<file path="src/rtl/pipe_ctrl_pkg.sv">
// Shared definitions for the MiniMIPS32 pipeline controller: stall vector
// encoding, exception-code width and special codes, reset PC and FSM states.
package pipe_ctrl_pkg;

  // Stall vector: bit0 PC, bit1 IF, bit2 ID, bit3 EXE, bit4 MEM.
  localparam int unsigned STALL_W = 5;
  typedef logic [STALL_W-1:0] stall_t;

  localparam logic STOP   = 1'b1;
  localparam logic NOSTOP = 1'b0;

  // Legal stall values are thermometer codes: a stage stalls itself and
  // every stage upstream of it.
  localparam stall_t STALL_NONE = {NOSTOP, NOSTOP, NOSTOP, NOSTOP, NOSTOP};
  localparam stall_t STALL_ID   = {NOSTOP, NOSTOP, STOP,   STOP,   STOP};
  localparam stall_t STALL_EXE  = {NOSTOP, STOP,   STOP,   STOP,   STOP};
  localparam stall_t STALL_ALL  = {STOP,   STOP,   STOP,   STOP,   STOP};

  localparam int unsigned EXC_CODE_W = 5;
  typedef logic [EXC_CODE_W-1:0] exc_code_t;

  // Codes outside the architectural ExcCode range mark "no exception" and ERET.
  localparam exc_code_t EXC_NONE = 5'h10;
  localparam exc_code_t EXC_ERET = 5'h11;

  localparam int unsigned INST_ADDR_W = 32;
  typedef logic [INST_ADDR_W-1:0] inst_addr_t;

  localparam inst_addr_t PC_INIT = 32'hBFC0_0000;

  typedef enum logic [1:0] {
    ST_RUN   = 2'd0,
    ST_DWAIT = 2'd1,
    ST_FLUSH = 2'd2
  } state_t;

endpackage

</file>
<file path="src/rtl/pipe_ctrl_if.sv">
// Pipeline-control bundle between pipe_ctrl (master) and the pipeline/CP0
// side (slave): stall requests, MEM-stage bus/exception status, and the
// stall/flush/redirect outputs.
interface pipe_ctrl_if;
  import pipe_ctrl_pkg::*;

  logic       stallreq_id;
  logic       stallreq_exe;
  logic       mem_dreq;
  logic       dbus_ack;
  exc_code_t  mem_exccode;
  inst_addr_t cp0_epc;
  stall_t     stall;
  logic       flush;
  inst_addr_t flush_pc;
  logic       dbus_err;

  modport master (
    input  stallreq_id, stallreq_exe, mem_dreq, dbus_ack, mem_exccode, cp0_epc,
    output stall, flush, flush_pc, dbus_err
  );

  modport slave (
    output stallreq_id, stallreq_exe, mem_dreq, dbus_ack, mem_exccode, cp0_epc,
    input  stall, flush, flush_pc, dbus_err
  );

endinterface

</file>
<file path="src/rtl/pipe_ctrl_dbus_wait_timer.sv">
// Counts cycles spent waiting for a data-bus acknowledge. A start loads 1,
// the count then advances every cycle until ack or clear, and o_timeout
// flags the last permitted wait cycle.
module pipe_ctrl_dbus_wait_timer #(
  parameter int unsigned DBUS_TIMEOUT = 16
) (
  input  logic i_clk,
  input  logic i_start,
  input  logic i_ack,
  input  logic i_clear,
  output logic o_timeout
);

  localparam int unsigned WCNT_W = $clog2(DBUS_TIMEOUT);

  logic [WCNT_W-1:0] r_wcnt;

  // Wait counter: clear/ack dominate, start loads 1, a running count advances.
  always_ff @(posedge i_clk) begin
    // NOTE: sequential state is assigned with <= so every flop samples the
    // pre-edge values regardless of statement order.
    if (i_clear || i_ack) begin
      r_wcnt <= '0;
    end else if (i_start) begin
      r_wcnt <= WCNT_W'(1);
    end else if (r_wcnt != '0) begin
      r_wcnt <= r_wcnt + WCNT_W'(1);
    end
  end

  assign o_timeout = (r_wcnt == WCNT_W'(DBUS_TIMEOUT - 1));

endmodule

</file>
<file path="src/rtl/pipe_ctrl.sv">
// MiniMIPS32 pipeline controller: arbitrates stall requests, holds the
// pipeline while a MEM-stage bus access is outstanding (with timeout), and
// sequences the one-cycle flush plus PC redirect for exceptions and ERET.
module pipe_ctrl
  import pipe_ctrl_pkg::*;
#(
  parameter int unsigned DBUS_TIMEOUT = 16,
  parameter inst_addr_t  EXC_VECTOR   = 32'hBFC0_0380
) (
  input  logic        cpu_clk_50M,
  input  logic        cpu_rst,
  pipe_ctrl_if.master bus
);

  state_t     r_state;
  state_t     w_next_state;
  stall_t     w_stall;
  logic       w_dbus_err;
  logic       w_start;
  logic       w_clear;
  logic       w_timeout;
  logic       r_flush;
  inst_addr_t r_flush_pc;
  inst_addr_t w_flush_pc_nxt;

  pipe_ctrl_dbus_wait_timer #(
    .DBUS_TIMEOUT (DBUS_TIMEOUT)
  ) u_dbus_wait_timer (
    .i_clk     (cpu_clk_50M),
    .i_start   (w_start),
    .i_ack     (bus.dbus_ack),
    .i_clear   (w_clear),
    .o_timeout (w_timeout)
  );

  // Next state, stall arbitration, bus-error pulse and redirect target.
  always_comb begin
    // NOTE: every output of this block gets a default first so no path
    // leaves one unassigned and no latch is inferred.
    w_next_state   = r_state;
    w_stall        = STALL_NONE;
    w_dbus_err     = 1'b0;
    w_start        = 1'b0;
    w_clear        = 1'b0;
    w_flush_pc_nxt = r_flush_pc;

    if (cpu_rst) begin
      // Reset aborts any wait or flush silently.
      w_next_state = ST_RUN;
      w_clear      = 1'b1;
    end else begin
      case (r_state)
        ST_RUN: begin
          if (bus.mem_exccode != EXC_NONE) begin
            w_stall        = STALL_ALL;
            w_next_state   = ST_FLUSH;
            w_flush_pc_nxt = (bus.mem_exccode == EXC_ERET) ? bus.cp0_epc : EXC_VECTOR;
          end else if (bus.mem_dreq && !bus.dbus_ack) begin
            w_stall      = STALL_ALL;
            w_start      = 1'b1;
            w_next_state = ST_DWAIT;
          end else if (bus.mem_dreq) begin
            // Single-cycle access completes without holding the pipe.
            w_stall = STALL_NONE;
          end else if (bus.stallreq_exe) begin
            w_stall = STALL_EXE;
          end else if (bus.stallreq_id) begin
            w_stall = STALL_ID;
          end
        end

        ST_DWAIT: begin
          // ID/EXE requests are covered by the full stall here.
          if (bus.dbus_ack) begin
            w_next_state = ST_RUN;
          end else if (w_timeout) begin
            w_stall        = STALL_ALL;
            w_dbus_err     = 1'b1;
            w_clear        = 1'b1;
            w_flush_pc_nxt = EXC_VECTOR;
            w_next_state   = ST_FLUSH;
          end else begin
            w_stall = STALL_ALL;
          end
        end

        ST_FLUSH: begin
          w_next_state = ST_RUN;
        end

        default: begin
          w_next_state = ST_RUN;
        end
      endcase
    end
  end

  // State, registered flush pulse and latched redirect target.
  always_ff @(posedge cpu_clk_50M) begin
    if (cpu_rst) begin
      r_state    <= ST_RUN;
      r_flush    <= 1'b0;
      r_flush_pc <= PC_INIT;
    end else begin
      r_state    <= w_next_state;
      r_flush    <= (w_next_state == ST_FLUSH);
      r_flush_pc <= w_flush_pc_nxt;
    end
  end

  // Reset forces the flush outputs to their idle values in the same cycle.
  assign bus.stall    = w_stall;
  assign bus.dbus_err = w_dbus_err;
  assign bus.flush    = r_flush & ~cpu_rst;
  assign bus.flush_pc = cpu_rst ? PC_INIT : r_flush_pc;

endmodule

</file>
<file path="src/flat_wrapper.sv">
// flat-port wrapper written by rule: the top's interface ports become plain ports
module pipe_ctrl_flat import pipe_ctrl_pkg::*;
#(
  parameter int unsigned DBUS_TIMEOUT = 16,
  parameter inst_addr_t  EXC_VECTOR   = 32'hBFC0_0380
)
  (cpu_clk_50M, cpu_rst, bus_stallreq_id, bus_stallreq_exe, bus_mem_dreq, bus_dbus_ack, bus_mem_exccode, bus_cp0_epc, bus_stall, bus_flush, bus_flush_pc, bus_dbus_err);
  pipe_ctrl_if bus_i ();
  input  logic cpu_clk_50M;
  input  logic cpu_rst;
  input wire logic [$bits(bus_i.stallreq_id)-1:0] bus_stallreq_id;
  input wire logic [$bits(bus_i.stallreq_exe)-1:0] bus_stallreq_exe;
  input wire logic [$bits(bus_i.mem_dreq)-1:0] bus_mem_dreq;
  input wire logic [$bits(bus_i.dbus_ack)-1:0] bus_dbus_ack;
  input wire logic [$bits(bus_i.mem_exccode)-1:0] bus_mem_exccode;
  input wire logic [$bits(bus_i.cp0_epc)-1:0] bus_cp0_epc;
  output wire logic [$bits(bus_i.stall)-1:0] bus_stall;
  output wire logic [$bits(bus_i.flush)-1:0] bus_flush;
  output wire logic [$bits(bus_i.flush_pc)-1:0] bus_flush_pc;
  output wire logic [$bits(bus_i.dbus_err)-1:0] bus_dbus_err;
  assign bus_i.stallreq_id = bus_stallreq_id;
  assign bus_i.stallreq_exe = bus_stallreq_exe;
  assign bus_i.mem_dreq = bus_mem_dreq;
  assign bus_i.dbus_ack = bus_dbus_ack;
  assign bus_i.mem_exccode = bus_mem_exccode;
  assign bus_i.cp0_epc = bus_cp0_epc;
  assign bus_stall = bus_i.stall;
  assign bus_flush = bus_i.flush;
  assign bus_flush_pc = bus_i.flush_pc;
  assign bus_dbus_err = bus_i.dbus_err;
  pipe_ctrl #(.DBUS_TIMEOUT(DBUS_TIMEOUT), .EXC_VECTOR(EXC_VECTOR)) u_core (.cpu_clk_50M(cpu_clk_50M), .cpu_rst(cpu_rst), .bus(bus_i));
endmodule
</file>
<file path="config.mk">
export PLATFORM = sky130hd
export DESIGN_NAME = pipe_ctrl_flat
export DESIGN_NICKNAME = d
export VERILOG_FILES = /design/src/rtl/pipe_ctrl_pkg.sv /design/src/rtl/pipe_ctrl_if.sv /design/src/rtl/pipe_ctrl_dbus_wait_timer.sv /design/src/rtl/pipe_ctrl.sv /design/src/flat_wrapper.sv
export SDC_FILE = /design/constraint.sdc
export NUM_CORES = 1
export LEC_CHECK = 0
export BUFFER_PORTS_ARGS = -buffer_cell sky130_fd_sc_hd__buf_4
export CORE_UTILIZATION = 30
export CTS_CLUSTER_SIZE = 14
export DETAILED_ROUTE_END_ITERATION = 10
export HOLD_SLACK_MARGIN = 0.12
export PLACE_DENSITY = 0.56
export SLEW_MARGIN = 10
export SYNTH_ARGS = -nofsm -noshare
export SYNTH_HDL_FRONTEND = slang
export SYNTH_SLANG_ARGS = --single-unit
export TNS_END_PERCENT = 100
</file>
<file path="constraint.sdc">
create_clock -name cpu_clk_50M -period 4.6 [get_ports cpu_clk_50M]
set_clock_uncertainty 0.05 [all_clocks]
set_input_delay 1.15 -clock cpu_clk_50M [delete_from_list [all_inputs] [get_ports cpu_clk_50M]]
set_output_delay 1.15 -clock cpu_clk_50M [all_outputs]
set_load 0.02 [all_outputs]
</file>
* Word level (Yosys, flattened, before mapping) *
Index checks and enable logic that the tools add are counted.

cells by class
  muxes and demuxes = 31
  add/sub/neg operators = 1
  bitwise operators = 2
  equal/unequal tests = 8
  reduce and logical (&&, ||, !) cells = 9

operators by type and width
  operator                                                          count
  32-bit 2-to-1 mux                                                 5
  32-bit case mux with 2 select lines                               1
  5-bit 2-to-1 mux                                                  6
  1-bit 2-to-1 mux                                                  11
  2-bit 2-to-1 mux                                                  5
  5-bit case mux with 2 select lines                                1
  5-bit == test (second input constant)                             1
  5-bit != test (second input constant)                             1
  4-bit by 1-bit adder with 4-bit output (second input constant)    1
  4-bit == test (second input constant)                             1
  2-bit != test (second input constant)                             2
  2-bit case mux with 2 select lines                                1
  4-bit AND reduction                                               1
  2-bit nonzero test                                                2
  4-bit nonzero test                                                1
  3-bit 2-to-1 mux                                                  1
  2-bit by 1-bit == test with 1-bit output (second input constant)  1
  2-bit == test (second input constant)                             1
  2-bit zero test                                                   1
  2-bit by 1-bit != test with 1-bit output (second input constant)  1
  2-bit OR reduction                                                1
  1-bit bitwise AND                                                 1
  1-bit logical AND                                                 1
  1-bit zero test                                                   1
  other kinds (2)                                                   2

word-level totals
  output and inout port bits = 39
  register bits after elaboration = 39
  bits of input ports = 43

* Logic depth before layout (Yosys ltp) *
  depth in word-level cells = 7
  depth in mapped cells = 6
  mapped depth without buffers = 6

* Cells and area by module *
Synthesis repeated with hierarchy kept, for this count alone.

unflattened totals
  cell total of the unflattened synthesis = 201
  area total of the unflattened synthesis = 2049.5 um^2

by module, submodules not included
  module                     area an instance (um^2)  instances  sequential area each (um^2)  cells each
  pipe_ctrl                  1839.3                   1          700.7                        180
  pipe_ctrl_dbus_wait_timer  210.2                    1          80.1                         21

* Worst setup path after synthesis *
OpenSTA, ideal clock, no wires.

  kind = input port to output port
  start = in bus_mem_exccode[4]
  end = out bus_stall[1]
  setup slack = 0.767 ns
  arrival = 2.633 ns
  stages = 5
  buffers on the path = 1
  cells stage by stage = or4b_4 > o21bai_1 > a211oi_1 > nand2b_1 > buf_4

between the ends
  word-level cells in the longest chain between the ends = 4

ends and longest elaborated chain
  what                                RTL line            text
  from (decl)                         flat_wrapper.sv:15  input wire logic [$bits(bus_i.mem_exccode)-1:0] bus_mem_exccode;
  5-bit != test                       pipe_ctrl.sv:54     if (bus.mem_exccode != EXC_NONE) begin
  5-bit 2-to-1 mux                    pipe_ctrl.sv:54
  5-bit case mux with 2 select lines  pipe_ctrl.sv:52     case (r_state)
  5-bit 2-to-1 mux                    pipe_ctrl.sv:47     if (cpu_rst) begin
  to (decl)                           flat_wrapper.sv:17  output wire logic [$bits(bus_i.stall)-1:0] bus_stall;

Every way passes these cells.

* Worst setup path after layout *
  start = in bus_mem_exccode[1]
  end = out bus_stall[2]

The elaborated chain is that of the path after synthesis.

==> flow_summary.yaml <==
die:
  ios: 82
  die_h_microns: 82.97
  core-area_sq_um: 6350
  dieWidth_microns: 82.97
  dieArea_sq_um: 6884
  num_rows: 29
  initial_utilization_pct: 30.98
grt:
  grt_pass1_wl_microns: 7231
  overflow: 0
  grtUsageTotal_pct: 12.92
  grt_max_degree: 43
  antenna_found_initial: 0
  grt_pass1_vias: 1544
clocking:
  hold_buffers: 0
  postCtsSetupBuffers: 0
  htreeDepth: 2
  cts_buffers: 5
  clkLatencyLatePin_ns: 0.28
  cts_tree: "yes"
  clockBufferDepth: 2
  clock-sinks: 39
  clk_pin_slew_ns: 0.07
  cts-resized-gates: 0
  cts_root_buf: "clkbuf_8"
yosys:
  ys_top_cells_by_count: "39 x dfxtp_1, 24 x nor2b_1, 22 x nor2_1"
  synth_area_leaders: "dfxtp_1 40%, mux2_4 14%, nor2b_1 7.6%"
  synth-edff-count: 0
  syn_nets: 245
  avgSynthCellArea_sq_um: 9.834
  async_flop_share_pct: 0
  synth_cells: 200
  yosys_warnings: 0
  ys_seq_area_share_pct: 39.69
  synth-main-ff-cell: "dfxtp_1"
  synth_cell_types: 38
  yosysMostFrequentCell: "dfxtp_1"
  ys_ff_latch: 39
  syn_area_sq_um: 1967
  yosys.area.top_type_share_pct: 39.69
  yosysTopAreaCell: "dfxtp_1"
sta:
  fmax_ghz: 0.2720
  tightest_slew_ns: 0.6080
  hold_violations: 0
  fin_tns_setup_ns: 0
  final-setup-viol-count: 0
  min_period_over_period_pct: 79.92
  relSlewSlack_pct: 59.47
  maxSlewViolCount: 0
  min_period_ns: 3.676
  rsz0062_at_grt: "false"
critical_path:
  crit_chain: "buf_4 > or4b_4 > o21bai_1 > a211oi_1 > nand2b_1 > buf_4"
  crit_top_cell: "buf_4"
  setup.worst_path.class: "input port to output pin"
  cp_max_fo: 4
  slowest_delay_ns: 0.57
  crit_arrival_ns: 2.48
  cp-start-kind: "input port"
  cp_data_required_time_ns: 3.40
  cp_slowest_cell: "or4b_4"
  crit_path_end_kind: "output pin"
final_layout:
  fillCellCount: 653
  seqCellArea_sq_um: 780.7
  fin_util_pct: 42.23
  final_cell_count_no_fill: 355
  n_antenna_cell: 0
  area_delta_synth_final_pct: 36.32
  multi_input_area_sq_um: 1070
  drive_gt1_share_pct: 41.37
  fin_nets: 322
detailed_routing:
  route.detailed.drc: 0
  ant_nets: 0
  via_count: 1572
  first_pass_iters: 4
  drt_wl_total_microns: 4333
  wire_per_inst_microns: 12.21
  drt_iter0_markers: 35
  viasPerCell: 4.428
place:
  dp.final_hpwl_microns: 2975
  gp_congestion: 0.7073
  port_buffers: 81
  dp_cells: 347
power:
  pwr-share-clk_pct: 33.3
  p_leak_uw: 0.001234
  power.internal_uw: 499.5
  p_switching_uw: 162.5
  ir_drop_v: 0.0001259
  share_seq_of_total_power_pct: 52.2
  switching_share_pct: 24.54
  powerDensity_nw_per_um2: 246.9
  combPwrFrac_pct: 14.5
min_path:
  hold_path_class: "register to register"
status:
  outcome: "finished clean"
flow_run:
  cap_viol_max_count: 0
through the flow:
step | setup slack [ns] | hold WS (ns) | cell area [sq um] | power (uW)
detailed placement | 0.9274 | 0.4372 | 2600 | 450.5
CTS | 0.9225 | 0.4561 | 2681 | 676.9
global placement | 0.9583 | 0.4264 | 2600 | 450.0
global route | 0.8625 | 0.4845 | 2681 | 696.7
finish | 0.9236 | 0.4477 | 2681 | 662.0
floorplan | 0.7666 | 0.4107 | 1967 | 409.1
layout make-up:
| type | instances | area share [%] |
|---|---|---|
| Timing Repair Buffer | 81 | 22.68 |
| Multi-Input combinational cell | 138 | 39.90 |
| Sequential cell | 39 | 29.12 |
| Inverter | 12 | 1.680 |
| Tap cell | 77 | 3.593 |
| Clock inverter | 1 | 0.1867 |
| Clock buffer | 7 | 2.846 |
routing by layer:
layer,wire length (microns),global-route usage [%],vias up,share of wire [%]
met5,0,0,-,0
li1,-,-,811,-
met2,1956,20.27,45,45
met3,292,4.672,4,6.7
met4,49,4.389,0,1.1
met1,2035,16.40,712,47
kinds of logic (layout without fill, tap and decap cells):
group           Yosys count  in the layout  share of synthesized area [%]
compound gates           16             16                          6.743
xor+xnor                  2              2                         0.8907
fa+ha+maj                 2              2                          1.272
buf+inv                  23            101                          5.915
flops                    39             39                          39.69
mux                      29             29                          19.47
simple gates             89             89                          26.02
sequential cells by signal (all words and copies together) (netlist names):
register / cells
u_core.r_state: 2
u_core.r_flush: 1
u_core.u_dbus_wait_timer.r_wcnt: 4
u_core.r_flush_pc: 32
final timing paths:
path                                            from                     to  slack, ns  cells past startpoint
setup reg to reg  u_core.u_dbus_wait_timer.r_wcnt[0]  u_core.r_flush_pc[10]       2.29                      5
hold reg to reg                u_core.r_flush_pc[26]  u_core.r_flush_pc[26]       0.45                      2
setup / recovery                  bus_mem_exccode[1]           bus_stall[2]       0.92                      6
hold / removal                 u_core.r_flush_pc[26]  u_core.r_flush_pc[26]       0.45                      2
power by group through the flow:
stage / Clock, uW / Sequential, uW / Combinational, uW
2_1_floorplan: 0 / 353 / 56.5
3_5_place_dp: 0 / 353 / 97.1
3_3_place_gp: 0 / 353 / 96.6
4_1_cts: 234 / 345 / 97.4
6_report: 221 / 346 / 95.7
5_1_grt: 246 / 346 / 104
cell usage in the layout, fill, tap and decap left out:
cell	n
o21ai_4	1
o21ai_0	2
dfxtp_1	39
a211oi_1	1
or4b_4	1
nand2b_1	5
a21o_1	1
nor4b_1	1
clkbuf_1	2
mux2_4	18
nor2_1	22
clkinv_2	1
nand4_1	1
nor4_1	2
buf_4	81
nor2b_1	24
clkbuf_8	5
o21bai_1	2
a21oi_1	4
or3_2	1
ha_1	2
nor3_1	2
xor2_1	1
nand2_1	2
o221a_2	3
mux2_2	2
or4_1	1
nand3_1	3
nand3b_1	1
and2_1	20
and4_1	1
mux2i_1	9
inv_1	12
nand2_4	1
xnor2_1	1
o21a_1	1
or3_1	1
a2111oi_2	1
critical path: cells and delay by family:
kind | cells | cell delay, ns
and+or+nand+nor | 2 | 0.77
AOI/OAI and AO/OA | 2 | 0.27
buffers and inverters | 2 | 0.28
(Power assumes the default switching activity.)
